### config.mk
export PLATFORM = sky130hd
export DESIGN_NAME = frame_capture_ctrl
export DESIGN_NICKNAME = d
export VERILOG_FILES = /design/src/rtl/cam_pkg.sv /design/src/rtl/cam_byte_pair.sv /design/src/rtl/frame_capture_ctrl.sv
export SDC_FILE = /design/constraint.sdc
export NUM_CORES = 1
export LEC_CHECK = 0
export CORE_AREA = 2 2 96 98
export DETAILED_ROUTE_END_ITERATION = 10
export DIE_AREA = 0 0 98 100
export GPL_TIMING_DRIVEN = 0
export PLACE_DENSITY = 0.7
export SLEW_MARGIN = 30
export SYNTH_ARGS = -nofsm -noshare
export SYNTH_HDL_FRONTEND = slang
export SYNTH_HIERARCHICAL = 1
export SYNTH_SLANG_ARGS = --single-unit
### constraint.sdc
create_clock -name iCLK -period 6.8 [get_ports iCLK]
set_input_delay 1.7 -clock iCLK [delete_from_list [all_inputs] [get_ports iCLK]]
set_output_delay 1.7 -clock iCLK [all_outputs]
set_load 0.01 [all_outputs]
### src/rtl/cam_pkg.sv
// Shared camera-path definitions: default frame geometry, buffer address width
// and the capture FSM state type, reused by the VGA reader and the arbiter.
package cam_pkg;

    localparam int H_PIX     = 320;
    localparam int V_LINES   = 240;
    localparam int FRAME_PIX = H_PIX * V_LINES;
    localparam int ADDR_W    = 17;

    typedef enum logic [1:0] {
        IDLE    = 2'd0,
        WAIT_VS = 2'd1,
        CAPTURE = 2'd2,
        DONE    = 2'd3
    } cap_state_t;

endpackage

### src/rtl/cam_byte_pair.sv
// Pairs camera bytes into RGB565 pixels and flags the end of each HREF line.
module cam_byte_pair (
    input  logic        iCLK,
    input  logic        iRST_N,
    input  logic        i_en,
    input  logic        i_hr,
    input  logic [7:0]  i_d,
    output logic        o_pix_valid,
    output logic [15:0] o_pix,
    output logic        o_line_end
);

    logic       r_phase;
    logic       r_hr_d;
    logic [7:0] r_hi;

    always_ff @(posedge iCLK or negedge iRST_N) begin
        if (!iRST_N) begin
            r_phase <= 1'b0;
            r_hr_d  <= 1'b0;
            r_hi    <= 8'h00;
        end else begin
            r_hr_d <= i_hr;
            // Phase restarts at every line so an odd trailing byte never pairs
            // with the first byte of the next line.
            if (i_en && i_hr) begin
                r_phase <= ~r_phase;
                if (!r_phase)
                    r_hi <= i_d;
            end else begin
                r_phase <= 1'b0;
            end
        end
    end

    assign o_pix_valid = i_en & i_hr & r_phase;
    assign o_pix       = {r_hi, i_d};
    assign o_line_end  = r_hr_d & ~i_hr;

endmodule

### src/rtl/frame_capture_ctrl.sv
// Camera frame capture: waits for a frame boundary, writes RGB565 pixels to the
// frame buffer, counts lines/frames and flags frames of the wrong size.
module frame_capture_ctrl
    import cam_pkg::*;
#(
    parameter int H_PIX   = cam_pkg::H_PIX,
    parameter int V_LINES = cam_pkg::V_LINES,
    parameter int ADDR_W  = cam_pkg::ADDR_W
) (
    input  logic              iCLK,
    input  logic              iRST_N,
    input  logic              start,
    input  logic              abort,
    input  logic              mode_cont,
    input  logic              vsync,
    input  logic              href,
    input  logic [7:0]        d,
    output logic              we,
    output logic [ADDR_W-1:0] addr,
    output logic [15:0]       dout,
    output logic              busy,
    output logic              frame_done,
    output logic [7:0]        frame_cnt,
    output logic [8:0]        line_cnt,
    output logic              err_size
);

    // One spare index bit so oversize frames still count past the buffer end.
    localparam int               PIX_W   = ADDR_W + 1;
    localparam logic [PIX_W-1:0] FRAME_N = PIX_W'(H_PIX * V_LINES);
    localparam logic [8:0]       LINES_N = 9'(V_LINES);

    logic             r_vs, r_vs_d, r_hr;
    logic [7:0]       r_d;
    cap_state_t       r_state, w_state_next;
    logic [PIX_W-1:0] r_pix_idx;
    logic             r_we;
    logic [ADDR_W-1:0] r_addr;
    logic [15:0]      r_dout;
    logic [7:0]       r_frame_cnt;
    logic [8:0]       r_line_cnt;
    logic             r_err;

    logic             w_vs_fall, w_vs_rise, w_capture;
    logic             w_enter_cap, w_frame_done, w_busy, w_clear_err;
    logic             w_pix_valid, w_line_end;
    logic [15:0]      w_pix;

    always_ff @(posedge iCLK or negedge iRST_N) begin
        if (!iRST_N) begin
            r_vs   <= 1'b0;
            r_vs_d <= 1'b0;
            r_hr   <= 1'b0;
            r_d    <= 8'h00;
        end else begin
            r_vs   <= vsync;
            r_vs_d <= r_vs;
            r_hr   <= href;
            r_d    <= d;
        end
    end

    assign w_vs_fall = r_vs_d & ~r_vs;
    assign w_vs_rise = ~r_vs_d & r_vs;
    assign w_capture = (r_state == CAPTURE);

    cam_byte_pair u_byte_pair (
        .iCLK        (iCLK),
        .iRST_N      (iRST_N),
        .i_en        (w_capture),
        .i_hr        (r_hr),
        .i_d         (r_d),
        .o_pix_valid (w_pix_valid),
        .o_pix       (w_pix),
        .o_line_end  (w_line_end)
    );

    always_ff @(posedge iCLK or negedge iRST_N) begin
        if (!iRST_N)
            r_state <= IDLE;
        else
            r_state <= w_state_next;
    end

    always_comb begin
        w_state_next = r_state;
        w_enter_cap  = 1'b0;
        w_frame_done = 1'b0;
        w_clear_err  = 1'b0;
        w_busy       = (r_state != IDLE);
        unique case (r_state)
            IDLE: begin
                if (start) begin
                    w_state_next = WAIT_VS;
                    w_clear_err  = 1'b1;
                end
            end
            WAIT_VS: begin
                if (w_vs_fall) begin
                    w_state_next = CAPTURE;
                    w_enter_cap  = 1'b1;
                end
            end
            CAPTURE: begin
                if (w_vs_rise)
                    w_state_next = DONE;
            end
            DONE: begin
                w_state_next = mode_cont ? WAIT_VS : IDLE;
                w_frame_done = 1'b1;
            end
            default: w_state_next = IDLE;
        endcase
        // Abort overrides everything, including a simultaneous start.
        if (abort) begin
            w_state_next = IDLE;
            w_enter_cap  = 1'b0;
            w_frame_done = 1'b0;
            w_clear_err  = 1'b0;
        end
    end

    always_ff @(posedge iCLK or negedge iRST_N) begin
        if (!iRST_N) begin
            r_pix_idx   <= '0;
            r_we        <= 1'b0;
            r_addr      <= '0;
            r_dout      <= 16'h0000;
            r_frame_cnt <= 8'h00;
            r_line_cnt  <= 9'd0;
            r_err       <= 1'b0;
        end else begin
            r_we <= 1'b0;
            if (w_enter_cap) begin
                r_pix_idx  <= '0;
                r_line_cnt <= 9'd0;
            end else if (w_capture && !abort) begin
                if (w_pix_valid) begin
                    if (r_pix_idx < FRAME_N) begin
                        r_we   <= 1'b1;
                        r_addr <= r_pix_idx[ADDR_W-1:0];
                        r_dout <= w_pix;
                    end
                    if (r_pix_idx != '1)
                        r_pix_idx <= r_pix_idx + 1'b1;
                end
                if (w_line_end && r_line_cnt != 9'd511)
                    r_line_cnt <= r_line_cnt + 1'b1;
            end
            if (w_frame_done) begin
                r_frame_cnt <= r_frame_cnt + 1'b1;
                if (r_pix_idx != FRAME_N || r_line_cnt != LINES_N)
                    r_err <= 1'b1;
            end
            if (w_clear_err)
                r_err <= 1'b0;
        end
    end

    assign we         = r_we;
    assign addr       = r_addr;
    assign dout       = r_dout;
    assign busy       = w_busy;
    assign frame_done = w_frame_done;
    assign frame_cnt  = r_frame_cnt;
    assign line_cnt   = r_line_cnt;
    assign err_size   = r_err;

endmodule

==> flow_summary.html <==
<table>
<tr><th>Metric</th><th>Value</th></tr>
<tr><th colspan="2">Layout</th></tr>
<tr><td>Share of post-route cells with drive strength above 1</td><td>21.8%</td></tr>
<tr><td>Number of diodes added for antenna fixing</td><td>0</td></tr>
<tr><td>Area grow syn2layout</td><td>24.9%</td></tr>
<tr><td>Post-layout nets</td><td>438</td></tr>
<tr><td>Most common library cell in the layout ignoring fill and taps</td><td>dfrtp_1</td></tr>
<tr><td>End-of-flow core utilization</td><td>60.5%</td></tr>
<tr><td>Total of fill cells in the finished design</td><td>739</td></tr>
<tr><td>Most frequent cells in the layout</td><td>dfrtp_1, clkdlybuf4s50_1, mux2_4, nor2_1</td></tr>
<tr><th colspan="2">Hold path</th></tr>
<tr><td>Hold Crit Start</td><td>r_vs</td></tr>
<tr><td>Hold path cells</td><td>0</td></tr>
<tr><td>Hold/Removal Path Class</td><td>reg -&gt; reg</td></tr>
<tr><td>Worst Hold Path EP</td><td>r_vs_d</td></tr>
<tr><th colspan="2">Setup path</th></tr>
<tr><td>WP data arrival</td><td>3.31 ns</td></tr>
<tr><td>Worst Reg-to-Reg Cells</td><td>9</td></tr>
<tr><td>Critical path startpoint category</td><td>input pin</td></tr>
<tr><td>Critical Path End Type</td><td>primary output</td></tr>
<tr><td>Required arrival time at the worst endpoint</td><td>5.10 ns</td></tr>
<tr><td>Max Fanout on Critical Path</td><td>7</td></tr>
<tr><td>Reg-to-reg setup timing slack</td><td>4.37 ns</td></tr>
<tr><td>Origin of the critical flop-to-flop path</td><td>r_state[0]</td></tr>
<tr><td>Reg-to-reg endpoint</td><td>dout[14]</td></tr>
<tr><td>Category of the critical setup timing path</td><td>in -&gt; out</td></tr>
<tr><th colspan="2">Clock network</th></tr>
<tr><td>Clock latency of the later-clocked register in the worst-skew pair</td><td>0.36 ns</td></tr>
<tr><td>CTS H-tree depth</td><td>3</td></tr>
<tr><td>Max Root-Sink Buffers</td><td>2</td></tr>
<tr><td>Root buffer selected by CTS</td><td>clkbuf_8</td></tr>
<tr><td>Postcts setup bufs</td><td>0</td></tr>
<tr><td>Resize count post-CTS</td><td>0</td></tr>
<tr><td>Clock input transition at the sequential cells of the worst setup and hold paths</td><td>0.09 ns</td></tr>
<tr><td>TritonCTS clock tree</td><td>done</td></tr>
<tr><td>CTS sink cnt</td><td>93</td></tr>
<tr><td>Total clock buffers created by CTS</td><td>9</td></tr>
<tr><td>Count of hold-fix buffers inserted at cts</td><td>0</td></tr>
<tr><th colspan="2">Route</th></tr>
<tr><td>Mean number of vias per cell</td><td>5.22</td></tr>
<tr><td>First DRT Iteration DRCs</td><td>92</td></tr>
<tr><td>Average wire per cell in the routed design</td><td>15.4 um</td></tr>
<tr><td>Remaining number of nets flagged by the antenna check after routing</td><td>0</td></tr>
<tr><td>DR DRC count</td><td>0</td></tr>
<tr><td>Detailed Route WL</td><td>8140 um</td></tr>
<tr><td>Overall via count from detail_route</td><td>2,759</td></tr>
<tr><td>Number of detailed-route iterations in the first pass</td><td>4</td></tr>
<tr><th colspan="2">Synthesis</th></tr>
<tr><td>Synth unique cells</td><td>54</td></tr>
<tr><td>Yosys warning total</td><td>6</td></tr>
<tr><td>Net count of the mapped netlist</td><td>358</td></tr>
<tr><td>Top FF cell, synth</td><td>dfrtp_1</td></tr>
<tr><td>Post-synthesis sequential element count</td><td>93</td></tr>
<tr><td>Post-synthesis area per instance</td><td>12.9 um^2</td></tr>
<tr><td>Number of synthesized flops with an enable pin</td><td>0</td></tr>
<tr><td>Portion of the post-synthesis area used by sequential elements</td><td>54.1%</td></tr>
<tr><td>Mapped Area</td><td>0.00430 mm^2</td></tr>
<tr><td>Syn Inst Count</td><td>333</td></tr>
<tr><td>Share of synthesized registers carrying an async set or reset</td><td>100%</td></tr>
<tr><th colspan="2">Timing</th></tr>
<tr><td>Setup repair after global routing missed its margin</td><td>no</td></tr>
<tr><td>Worst clock skew on the final layout</td><td>0.00550 ns</td></tr>
<tr><td>Final critical-path required period</td><td>5.01 ns</td></tr>
<tr><td>Peak clock frequency supported by timing</td><td>200 MHz</td></tr>
<tr><td>Hold Vio Cnt, Final</td><td>0</td></tr>
<tr><td>Final setup violating endpoints</td><td>0</td></tr>
<tr><td>Pins over their slew limit</td><td>0</td></tr>
<tr><td>Portion of the clock cycle consumed by the worst path in the final layout</td><td>73.6%</td></tr>
<tr><td>Worst max-slew margin expressed relative to the limit</td><td>58.2%</td></tr>
<tr><td>Final total negative setup slack</td><td>0 ns</td></tr>
<tr><td>Worst slew pin tran</td><td>0.627 ns</td></tr>
<tr><th colspan="2">Die</th></tr>
<tr><td>Die Wd</td><td>98 um</td></tr>
<tr><td>Std cell rows</td><td>35</td></tr>
<tr><td>Chip Height</td><td>100 um</td></tr>
<tr><td>Count of pins on the block boundary</td><td>69</td></tr>
<tr><td>Floorplan die area</td><td>0.00980 mm^2</td></tr>
<tr><td>Area of the core</td><td>0.00889 mm^2</td></tr>
<tr><td>Initial cell density of the core</td><td>48.4%</td></tr>
<tr><th colspan="2">Placement</th></tr>
<tr><td>Routability-driven placement congestion ratio</td><td>0.786</td></tr>
<tr><td>Detailed placer's ending HPWL</td><td>5610 um</td></tr>
<tr><td>PortBufs</td><td>68</td></tr>
<tr><th colspan="2">Global route</th></tr>
<tr><td>GR Overflow Total</td><td>0</td></tr>
<tr><td>Antenna violations before repair</td><td>0</td></tr>
<tr><td>Pin count of the biggest net entering global routing</td><td>63</td></tr>
<tr><td>First-pass GRT wire length</td><td>14,100 um</td></tr>
<tr><td>Via count of the first global-routing pass</td><td>2,836</td></tr>
<tr><td>Total routing usage reported by global routing</td><td>17.9%</td></tr>
<tr><th colspan="2">Power</th></tr>
<tr><td>Static Leakage</td><td>2.44 nW</td></tr>
<tr><td>Peak ir drop on the vdd network</td><td>0.138 mV</td></tr>
<tr><td>PD cells</td><td>233 mW/mm^2</td></tr>
<tr><th colspan="2">Outcome</th></tr>
<tr><td>Result of the run</td><td>completed</td></tr>
<tr><th colspan="2">Job</th></tr>
<tr><td>Max Cap Violations</td><td>0</td></tr>
</table>
-- state kept, by name (all words and copies together) (netlist names) --
signal / count
addr: 17
dout: 16
err_size: 1
frame_cnt: 8
line_cnt: 9
r_d: 8
r_hr: 1
r_pix_idx: 18
r_state: 2
r_vs: 1
r_vs_d: 1
u_byte_pair/r_hi: 8
u_byte_pair/r_hr_d: 1
u_byte_pair/r_phase: 1
we: 1
-- power by group --
| group | switching, mW | leakage (nW) | internal, mW |
|---|---|---|---|
| sequential | 0.0377 | 1.25 | 0.602 |
| clock | 0.206 | 0.110 | 0.209 |
| combinational | 0.0882 | 1.08 | 0.111 |
-- cells in the mapped netlist (2+ instances only) --
cell       n  area (um^2)
nand2_2    2         12.5
and3_1     7         43.8
inv_1     10         37.5
and3_4     2         22.5
xor2_1     9         78.8
clkbuf_1   5         18.8
nand2b_1   4         25.0
mux2_4    29          435
xnor2_1   15          131
and4_1     2         17.5
nor4_1     3         18.8
nand3_1    8         40.0
mux2_2    12          135
nand4_1    7         43.8
buf_6      3         33.8
or3_1      4         25.0
o22ai_1    2         12.5
o21ai_0    4         20.0
nor2_1    27          101
buf_12     3         60.1
a31oi_1    3         18.8
nand2_1   15         56.3
dfrtp_1   93         2330
ha_1      10          125
buf_4      9         67.6
mux2i_1    4         40.0
a21oi_1   12         60.1
and4_4     2         22.5
o21bai_1   2         15.0
-- critical path: stages --
cell	delay, ns
clkdlybuf4s50_1	0.52
and2b_1	0.24
clkbuf_1	0.26
clkdlybuf4s50_1	0.60
-- routing by layer --
layer / global-route usage [%] / routed length [um]
met5: 0 / 0
met4: 5.98 / 96
met3: 5.08 / 420
met2: 27.8 / 3710
met1: 24.3 / 3910
-- worst max-delay path by stage --
stage	slack (ns)	startpoint	cells past startpoint	endpoint
after global routing	1.73	abort	4	frame_done
after detailed placement	1.80	abort	4	frame_done
after global placement	0.64	iRST_N	1	dout[9]
after floorplan	2.98	abort	2	frame_done
after CTS	1.80	abort	4	frame_done
final	1.79	abort	4	frame_done
-- through the flow --
| stage | instance area [um^2] | instances | worst slack [ns] | power (mW) | hold WS [ns] |
|---|---|---|---|---|---|
| finish | 5380 | 529 | 1.79 | 1.25 | 0.442 |
| global route | 5380 | 529 | 1.73 | 1.32 | 0.459 |
| CTS | 5380 | 529 | 1.80 | 1.26 | 0.432 |
| detailed placement | 5150 | 513 | 1.80 | 0.852 | 0.415 |
| global placement | 5120 | 512 | 0.636 | 0.839 | 0.408 |
| floorplan | 4300 | 333 | 2.98 | 0.760 | 0.372 |
-- cells by family after synthesis --
logic type	synth area share (%)
adders and majority gates	2.91
buffers and inverters	5.17
muxes	14.2
DFF	54.1
xor gates and xnor gates	4.88
AOI/OAI and AO/OA	5.81
and+or+nand+nor	13.0
-- area by class of cell --
cell class	instances	area (um^2)	share of cell area [%]
sequential	93	2330	43.3
multi-input combinational	209	1750	32.6
timing repair buffer	69	709	13.2
buffer	21	185	3.45
tap	111	139	2.58
clock buffer	9	124	2.30
clock inverter	7	98.8	1.84
inverter	10	37.5	0.698
Power figures use the tool's default switching activity.
